File: config.mk
export PLATFORM = sky130hd
export DESIGN_NAME = down_timer
export DESIGN_NICKNAME = d
export VERILOG_FILES = /design/src/rtl/down_timer.sv
export SDC_FILE = /design/constraint.sdc
export NUM_CORES = 1
export LEC_CHECK = 0
export CORE_UTILIZATION = 39
export DETAILED_ROUTE_END_ITERATION = 10
export HOLD_SLACK_MARGIN = 0.12
export PLACE_DENSITY = 0.76
export RECOVER_POWER = 50
export SLEW_MARGIN = 10
export SYNTH_ARGS = -nofsm -noshare
export SYNTH_HDL_FRONTEND = slang
export SYNTH_SLANG_ARGS = --single-unit
File: constraint.sdc
create_clock -name clk -period 2.9 [get_ports clk]
set_input_delay 0.87 -clock clk [delete_from_list [all_inputs] [get_ports clk]]
set_output_delay 0.87 -clock clk [all_outputs]
set_load 0.02 [all_outputs]
File: src/rtl/down_timer.sv
// down_timer: loadable down-counter with terminal-count pulse
// and optional auto-reload; all outputs are registered.
module down_timer #(
  parameter int WIDTH = 4
) (
  input  logic             clk,
  input  logic             reset,
  input  logic             load,
  input  logic [WIDTH-1:0] load_val,
  input  logic             en,
  input  logic             reload_mode,
  output logic [WIDTH-1:0] q,
  output logic             tc,
  output logic             busy
);

  typedef enum logic {
    IDLE  = 1'b0,
    COUNT = 1'b1
  } state_e;

  state_e           state_q, state_d;
  logic [WIDTH-1:0] q_q, q_d;
  logic [WIDTH-1:0] rl_q, rl_d;
  logic             tc_q, tc_d;

  logic             dec;
  logic             last;

  assign dec  = !load && (state_q == COUNT) && en;
  assign last = (q_q == WIDTH'(1));

  // next state: load beats decrement beats hold; tc only on terminal edge
  always_comb begin
    state_d = state_q;
    q_d     = q_q;
    rl_d    = rl_q;
    tc_d    = 1'b0;
    unique case (1'b1)
      load: begin
        rl_d    = load_val;
        q_d     = load_val;
        state_d = (load_val != '0) ? COUNT : IDLE;
      end
      dec && last: begin
        tc_d = 1'b1;
        if (reload_mode) begin
          q_d = rl_q;
        end else begin
          q_d     = '0;
          state_d = IDLE;
        end
      end
      dec && !last: begin
        q_d = q_q - WIDTH'(1);
      end
      default: ;
    endcase
  end

  // state registers, cleared asynchronously
  always_ff @(posedge clk or negedge reset) begin
    if (!reset) begin
      state_q <= IDLE;
      q_q     <= '0;
      rl_q    <= '0;
      tc_q    <= 1'b0;
    end else begin
      state_q <= state_d;
      q_q     <= q_d;
      rl_q    <= rl_d;
      tc_q    <= tc_d;
    end
  end

  assign q    = q_q;
  assign tc   = tc_q;
  assign busy = (state_q == COUNT);

endmodule

**Word level (Yosys, flattened, before mapping)**

Index checks and enable logic that the tools add are counted.

- Register bits: 10
- Input port bits: 9
- Output and inout port bits: 6
- Word-level logic and storage cells: 23

- $add $sub $neg: 1
- Equality and inequality tests: 2
- Multiplexer cells: 6
- Reductions and logical operators: 10

Operators by type and width:

| cell | count |
|---|---|
| $pmux 4 s3 | 1 |
| $eq 4x1->1 const B | 1 |
| $logic_and 1x1->1 | 4 |
| $mux 4 | 1 |
| $reduce_bool 4->1 | 1 |
| $sub 4x1->4 const B | 1 |
| $mux 1 | 3 |
| $reduce_bool 3->1 | 1 |
| $logic_not 1->1 | 2 |
| $ne 2x2->1 const B | 1 |
| $pmux 1 s2 | 1 |
| $reduce_and 2->1 | 1 |
| $reduce_bool 2->1 | 1 |

**Depth between registers and ports, before layout**

Gate-level depths: netlist (run 1).

- Depth in word-level cells: 6
- Depth in mapped cells: 5
- Mapped depth without buffers: 5

**Least setup slack after synthesis (run 1)**

OpenSTA, ideal clock, no wires.

- Path type: input to register
- Start point: input port load
- End point: register q_q[0] (netlist: q[0])
- Setup time: 0.121 ns
- Arrival: 1.437 ns
- Data required time: 2.779 ns
- Slack: 1.342 ns
- Stages: 4
- Buffers on the path: 1
- Cells stage by stage: and3b_1 > clkbuf_1 > o32a_1 > a21oi_1

- Longest elaborated chain between the ends: 5
- Elaborated cells on any way between the ends: 7
- Those cells by class: 1 x mux; 6 x reduce/logical

RTL lines:

| what | line | text |
|---|---|---|
| start, declared | 8 | `input logic load,` |
| $logic_not 1->1 | 30 | `assign dec = !load && (state_q == COUNT) && en;` |
| $logic_and 1x1->1 (2 in series) | 30 |  |
| $logic_and 1x1->1, on equally long branches | 54, 45 |  |
| $pmux 4 s3 / $reduce_bool 3->1 (equally long branches) | n/a |  |
| end signal, assigned | 70 | `q_q <= q_d;` |
| end, declared | 23 | `logic [WIDTH-1:0] q_q, q_d;` |

Parallel ways exist; a longest one is shown, timed or not.
A chain may end at the register's enable or synchronous reset.

**Worst setup path after layout (run 1)**

- Start point: register q_q[0] (netlist: q[0])
- End point: output port q[0]

RTL lines:

| what | line | text |
|---|---|---|
| end, declared | 12 | `output logic [WIDTH-1:0] q,` |

No word-level cell between the ends.

==> results of run 1 <==
[metrics by stage]
| step | area [um^2] | cells |
|---|---|---|
| after floorplan | 569 | 56 |
| after global placement | 719 | 83 |
| after detailed placement | 719 | 83 |
| after CTS | 756 | 87 |
| after global routing | 756 | 87 |
| final | 756 | 87 |
[cell type report]
type / instances / area (um^2) / area share
Timing Repair Buffer: 14 / 140 / 0.185
Inverter: 5 / 18.8 / 0.0248
Clock buffer: 4 / 36.3 / 0.0480
Tap cell: 15 / 18.8 / 0.0248
Sequential cell: 10 / 250 / 0.331
Multi-Input combinational cell: 39 / 292 / 0.386
[flip-flops by register name, summed over array words and instances, names as in the netlist]
signal  cells
busy        1
q           4
rl_q        4
tc          1
[power groups by stage]
stage / clock network, mW / logic, mW / registers [mW]
2_1_floorplan: 0 / 0.0477 / 0.182
3_3_place_gp: 0 / 0.103 / 0.175
3_5_place_dp: 0 / 0.103 / 0.176
4_1_cts: 0.127 / 0.104 / 0.173
5_1_grt: 0.136 / 0.112 / 0.176
6_report: 0.123 / 0.102 / 0.173
[metal layers]
| metal | track usage | part of all wire |
|---|---|---|
| met5 | 0 | 0 |
| met4 | 0.0500 | 0.011 |
| met3 | 0.0833 | 0.070 |
| met2 | 0.254 | 0.44 |
| met1 | 0.223 | 0.47 |
[final timing paths]
check / start / end / slack (ns) / cells after the start
hold reg to reg: rl_q[0] / rl_q[0] / 0.51 / 1
max in group asynchronous: reset / q[3] / 1.62 / 1
setup reg to reg: q[1] / busy / 1.39 / 5
setup / recovery: q[0] / q[0] / 0.66 / 1
hold / removal: rl_q[0] / rl_q[0] / 0.51 / 1
min in group asynchronous: reset / q[1] / 0.98 / 1
[worst register-to-register path: cells and delay by family (launching register included)]
| family | cells | cell delay (ns) |
|---|---|---|
| simple gates | 2 | 0.57 |
| fa+ha+maj | 1 | 0.22 |
| buf+inv | 1 | 0.09 |
| compound gates | 1 | 0.07 |
| flops | 1 | 0.42 |
[kinds of logic after synthesis]
logic type | Yosys count | share of synthesized area
buffers and inverters | 7 | 0.0483
multiplexers | 3 | 0.0593
flip-flops | 10 | 0.440
adder cells (fa/ha/maj) | 2 | 0.0439
AND/OR/NAND/NOR | 18 | 0.207
AO/OA/AOI/OAI | 16 | 0.202
[Yosys cell counts, drive strengths merged]
library cell / instances / area [um^2]
o31a: 1 / 8.76
and3b: 2 / 17.5
dfrtp: 10 / 250
and2: 1 / 6.26
o21ai: 3 / 15.0
clkbuf: 1 / 3.75
or4b: 1 / 10.0
nor3b: 1 / 12.5
a21boi: 1 / 7.51
a21o: 1 / 7.51
and4b: 1 / 10.0
nand4: 2 / 12.5
nand3: 1 / 5.00
a22oi: 1 / 7.51
a21oi: 3 / 15.0
nor2b: 3 / 18.8
a31o: 1 / 8.76
o31ai: 1 / 7.51
nand2: 2 / 7.51
nor2: 3 / 11.3
buf: 1 / 5.00
inv: 5 / 18.8
mux2: 3 / 33.8
nand2b: 1 / 6.26
o32a: 2 / 20.0
ha: 2 / 25.0
o41ai: 2 / 17.5
==> flow_metrics.tcl, run 1 <==
set metrics [dict create \
    post-route-min-period_ns 2.24 \
    swShare 0.286 \
    synth_cell_types 27 \
    rsz0062_at_grt "no" \
    irDropWorstVdd_uv 397 \
    cts_tree "built" \
    slowest_delay_ns 0.65 \
    hold_ws_ns 0.514 \
    finalPower_mw 0.399 \
    root_buffer "clkbuf_4" \
    postCtsHoldBufs 0 \
    routedWlPerCell_um 14.1 \
    hold_path.class "reg -> reg" \
    diodes 0 \
    rows 13 \
    postCtsSetupBuffers 0 \
    die_w_um 40.2 \
    ant_nets 0 \
    dp_slack_ns 0.508 \
    io_pins 15 \
    crit_type "reg -> out" \
    cts_resized 0 \
    antenna_found_initial 0 \
    relSlewSlack 0.656 \
    drt_pass1_iterations 4 \
    path_max_fanout 7 \
    nNetsFinal 84 \
    final.period_utilization 0.773 \
    die_h_um 40.2 \
    hold_viol 0 \
    crit_path_start_kind "flip-flop" \
    grtUsageTotal 0.173 \
    maxSlewViolCount 0 \
    coreArea_um2 1330 \
    cts.path.max_buffers 2 \
    timing.final.ws_setup_ns 0.657 \
    cp-end-kind "output pin" \
    drtIter0Drc 19 \
    ys_seq_area_frac 0.440 \
    synthToLayoutAreaGrowth_pct 32.7 \
    grt_pass1_wl_um 1790 \
    gp_congestion 0.760 \
    p_seq_frac 0.435 \
    grt_start_max_net_pins 17 \
    wirelength_um 1220 \
    synth_seq_cells 10 \
    cts.clk_slew.worst_paths_ns 0.06 \
    worst_pin_slew_ns 0.514 \
    htree_levels 1 \
    numCtsBuffers 3 \
    worstPathRequired_ns 2.03 \
    drive_gt1_frac 0.111 \
    skew_ns 0.00316 \
    crit_chain "clkdlybuf4s50_1" \
    layout_common_cells "clkdlybuf4s50_1 (12), dfrtp_1 (10), inv_1 (5)" \
    avgViaCountPerCell 5.69 \
    syn_inst 56 \
    fin_util 0.567 \
    p_per_area_nw_per_um2 527 \
    intPower_mw 0.285 \
    critical_path.top_delay_family "buffers and inverters" \
    status "completed" \
    power_frac_clock 0.308 \
    cts_sinks 10 \
    grt_overflow 0 \
    vias 495 \
    crit_slowest_cell "clkdlybuf4s50_1" \
    cp.buffers_inverters 1 \
    drc 0 \
    synth_area_per_cell_um2 10.2 \
    power.net_switching_mw 0.114 \
    layout_commonest_cell "clkdlybuf4s50_1" \
    initial_core_util 0.427 \
    yosys_warnings 0 \
    maxCapViolations 0 \
    die-area_um2 1620 \
    worstPathArrival_ns 1.37 \
    synth_area_um2 569 \
    fmax_ghz 0.446 \
    dp_hpwl_um 930 \
    grt_pass1_vias 421 \
    clkLatencyLatePin_ns 0.26 \
    leakagePower_nw 0.330 \
    tns_ns 0 \
    setup_viol 0 \
    combPwrFrac 0.257 \
    fillCellCount 124 \
    syn_nets 67 \
    io_buffers 14 \
]
(Power assumes the default switching activity.)
==> run 2, diff against run 1 <==
==> constraint.sdc (replaced) <==
create_clock -name clk -period 2.2 [get_ports clk]
set_input_delay 0.66 -clock clk [delete_from_list [all_inputs] [get_ports clk]]
set_output_delay 0.66 -clock clk [all_outputs]
set_load 0.02 [all_outputs]
==> flow_metrics.tcl, run 2 (same netlist as run 1, synthesis figures left out) <==
set metrics [dict create \
    status "completed" \
    dpl_cell_area_um2 727 \
    cp.buffers_inverters 1 \
    antenna_found_initial 0 \
    hold_path.class "reg -> reg" \
    cts.clk_slew.worst_paths_ns 0.06 \
    timing.final.ws_setup_ns 0.174 \
    drt_pass1_iterations 2 \
    grt_overflow 0 \
    post-route-min-period_ns 2.03 \
    rsz0062_at_grt "no" \
    cp-end-kind "output pin" \
    maxCapViolations 0 \
    initial_core_util 0.427 \
    critical_path.top_delay_family "buffers and inverters" \
    leakagePower_nw 0.331 \
    fin_util 0.569 \
    crit_chain "clkdlybuf4s50_1" \
    synthToLayoutAreaGrowth_pct 33.4 \
    worst_pin_slew_ns 0.580 \
    dp_hpwl_um 908 \
    fmax_ghz 0.493 \
    drive_gt1_frac 0.110 \
    routedWlPerCell_um 13.3 \
    layout_commonest_cell "clkdlybuf4s50_1" \
    crit_type "reg -> out" \
    die_w_um 40.2 \
    hold_ws_ns 0.520 \
    postCtsSetupBuffers 0 \
    grt_pass1_wl_um 1900 \
    rows 13 \
    irDropWorstVdd_uv 397 \
    setup_viol 0 \
    maxSlewViolCount 0 \
    cts_sinks 10 \
    crit_path_start_kind "flip-flop" \
    nNetsFinal 85 \
    gp_congestion 0.797 \
    wirelength_um 1170 \
    cts_resized 0 \
    worstPathRequired_ns 1.54 \
    relSlewSlack 0.613 \
    hold_viol 0 \
    io_pins 15 \
    slowest_delay_ns 0.65 \
    post-place-cells 84 \
    root_buffer "clkbuf_4" \
    htree_levels 1 \
    ant_nets 0 \
    coreArea_um2 1330 \
    p_per_area_nw_per_um2 694 \
    cts.path.max_buffers 2 \
    clkLatencyLatePin_ns 0.27 \
    layout_common_cells "clkdlybuf4s50_1 (11), dfrtp_1 (10), inv_1 (5)" \
    drtIter0Drc 8 \
    final.period_utilization 0.921 \
    numCtsBuffers 3 \
    dp_slack_ns 0.354 \
    vias 469 \
    postCtsHoldBufs 0 \
    path_max_fanout 7 \
    die-area_um2 1620 \
    cts_tree "built" \
    stdcell_count 88 \
    tns_ns 0 \
    grt_pass1_vias 435 \
    die_h_um 40.2 \
    grt_start_max_net_pins 16 \
    diodes 0 \
    drc 0 \
    crit_slowest_cell "clkdlybuf4s50_1" \
    final_cell_area_um2 759 \
    finalPower_mw 0.527 \
    avgViaCountPerCell 5.33 \
    io_buffers 14 \
    skew_ns 0.00463 \
    grtUsageTotal 0.189 \
    worstPathArrival_ns 1.37 \
]
==> run 2: cell count changes in the layout (fill, tap and decap cells not counted) <==
cell	change
clkbuf_1	+1
clkdlybuf4s50_1	-1
dlygate4sd3_1	+1
==> run 2: path summary, 6_finish.rpt <==
| check | start | to | slack, ns | cells past startpoint |
|---|---|---|---|---|
| max | q[0] | q[0] | 0.17 | 1 |
| min | rl_q[0] | rl_q[0] | 0.52 | 1 |
| max reg2reg | q[1] | busy | 0.69 | 5 |
| min reg2reg | rl_q[0] | rl_q[0] | 0.52 | 1 |
| max in group asynchronous | reset | rl_q[0] | 1.12 | 1 |
| min in group asynchronous | reset | busy | 0.77 | 1 |
==> run 2: power by group <==
group	switching (mW)	total [mW]	internal, mW
Sequential	0.0232	0.227	0.204
Combinational	0.0641	0.135	0.0710
Clock	0.0647	0.165	0.101
Total	0.152	0.527	0.375
==> run 2: final cells by class <==
type / instances / area (um^2)
repair buffers: 15 / 144
fillers: 121 / 574
well taps: 15 / 18.8
clock buffers: 4 / 36.3
inverters: 5 / 18.8
multi-input cells: 39 / 292
flip-flops and latches: 10 / 250
==> run 2: layer usage <==
layer  global-route usage  up-vias  wire, um  part of all wire
met5                    0        -         0                 0
met1                0.221      216       557              0.48
met3                0.100        0        68             0.058
met2                0.302       10       540              0.46
li1                     -      243         -                 -
met4               0.0500        0         0                 0
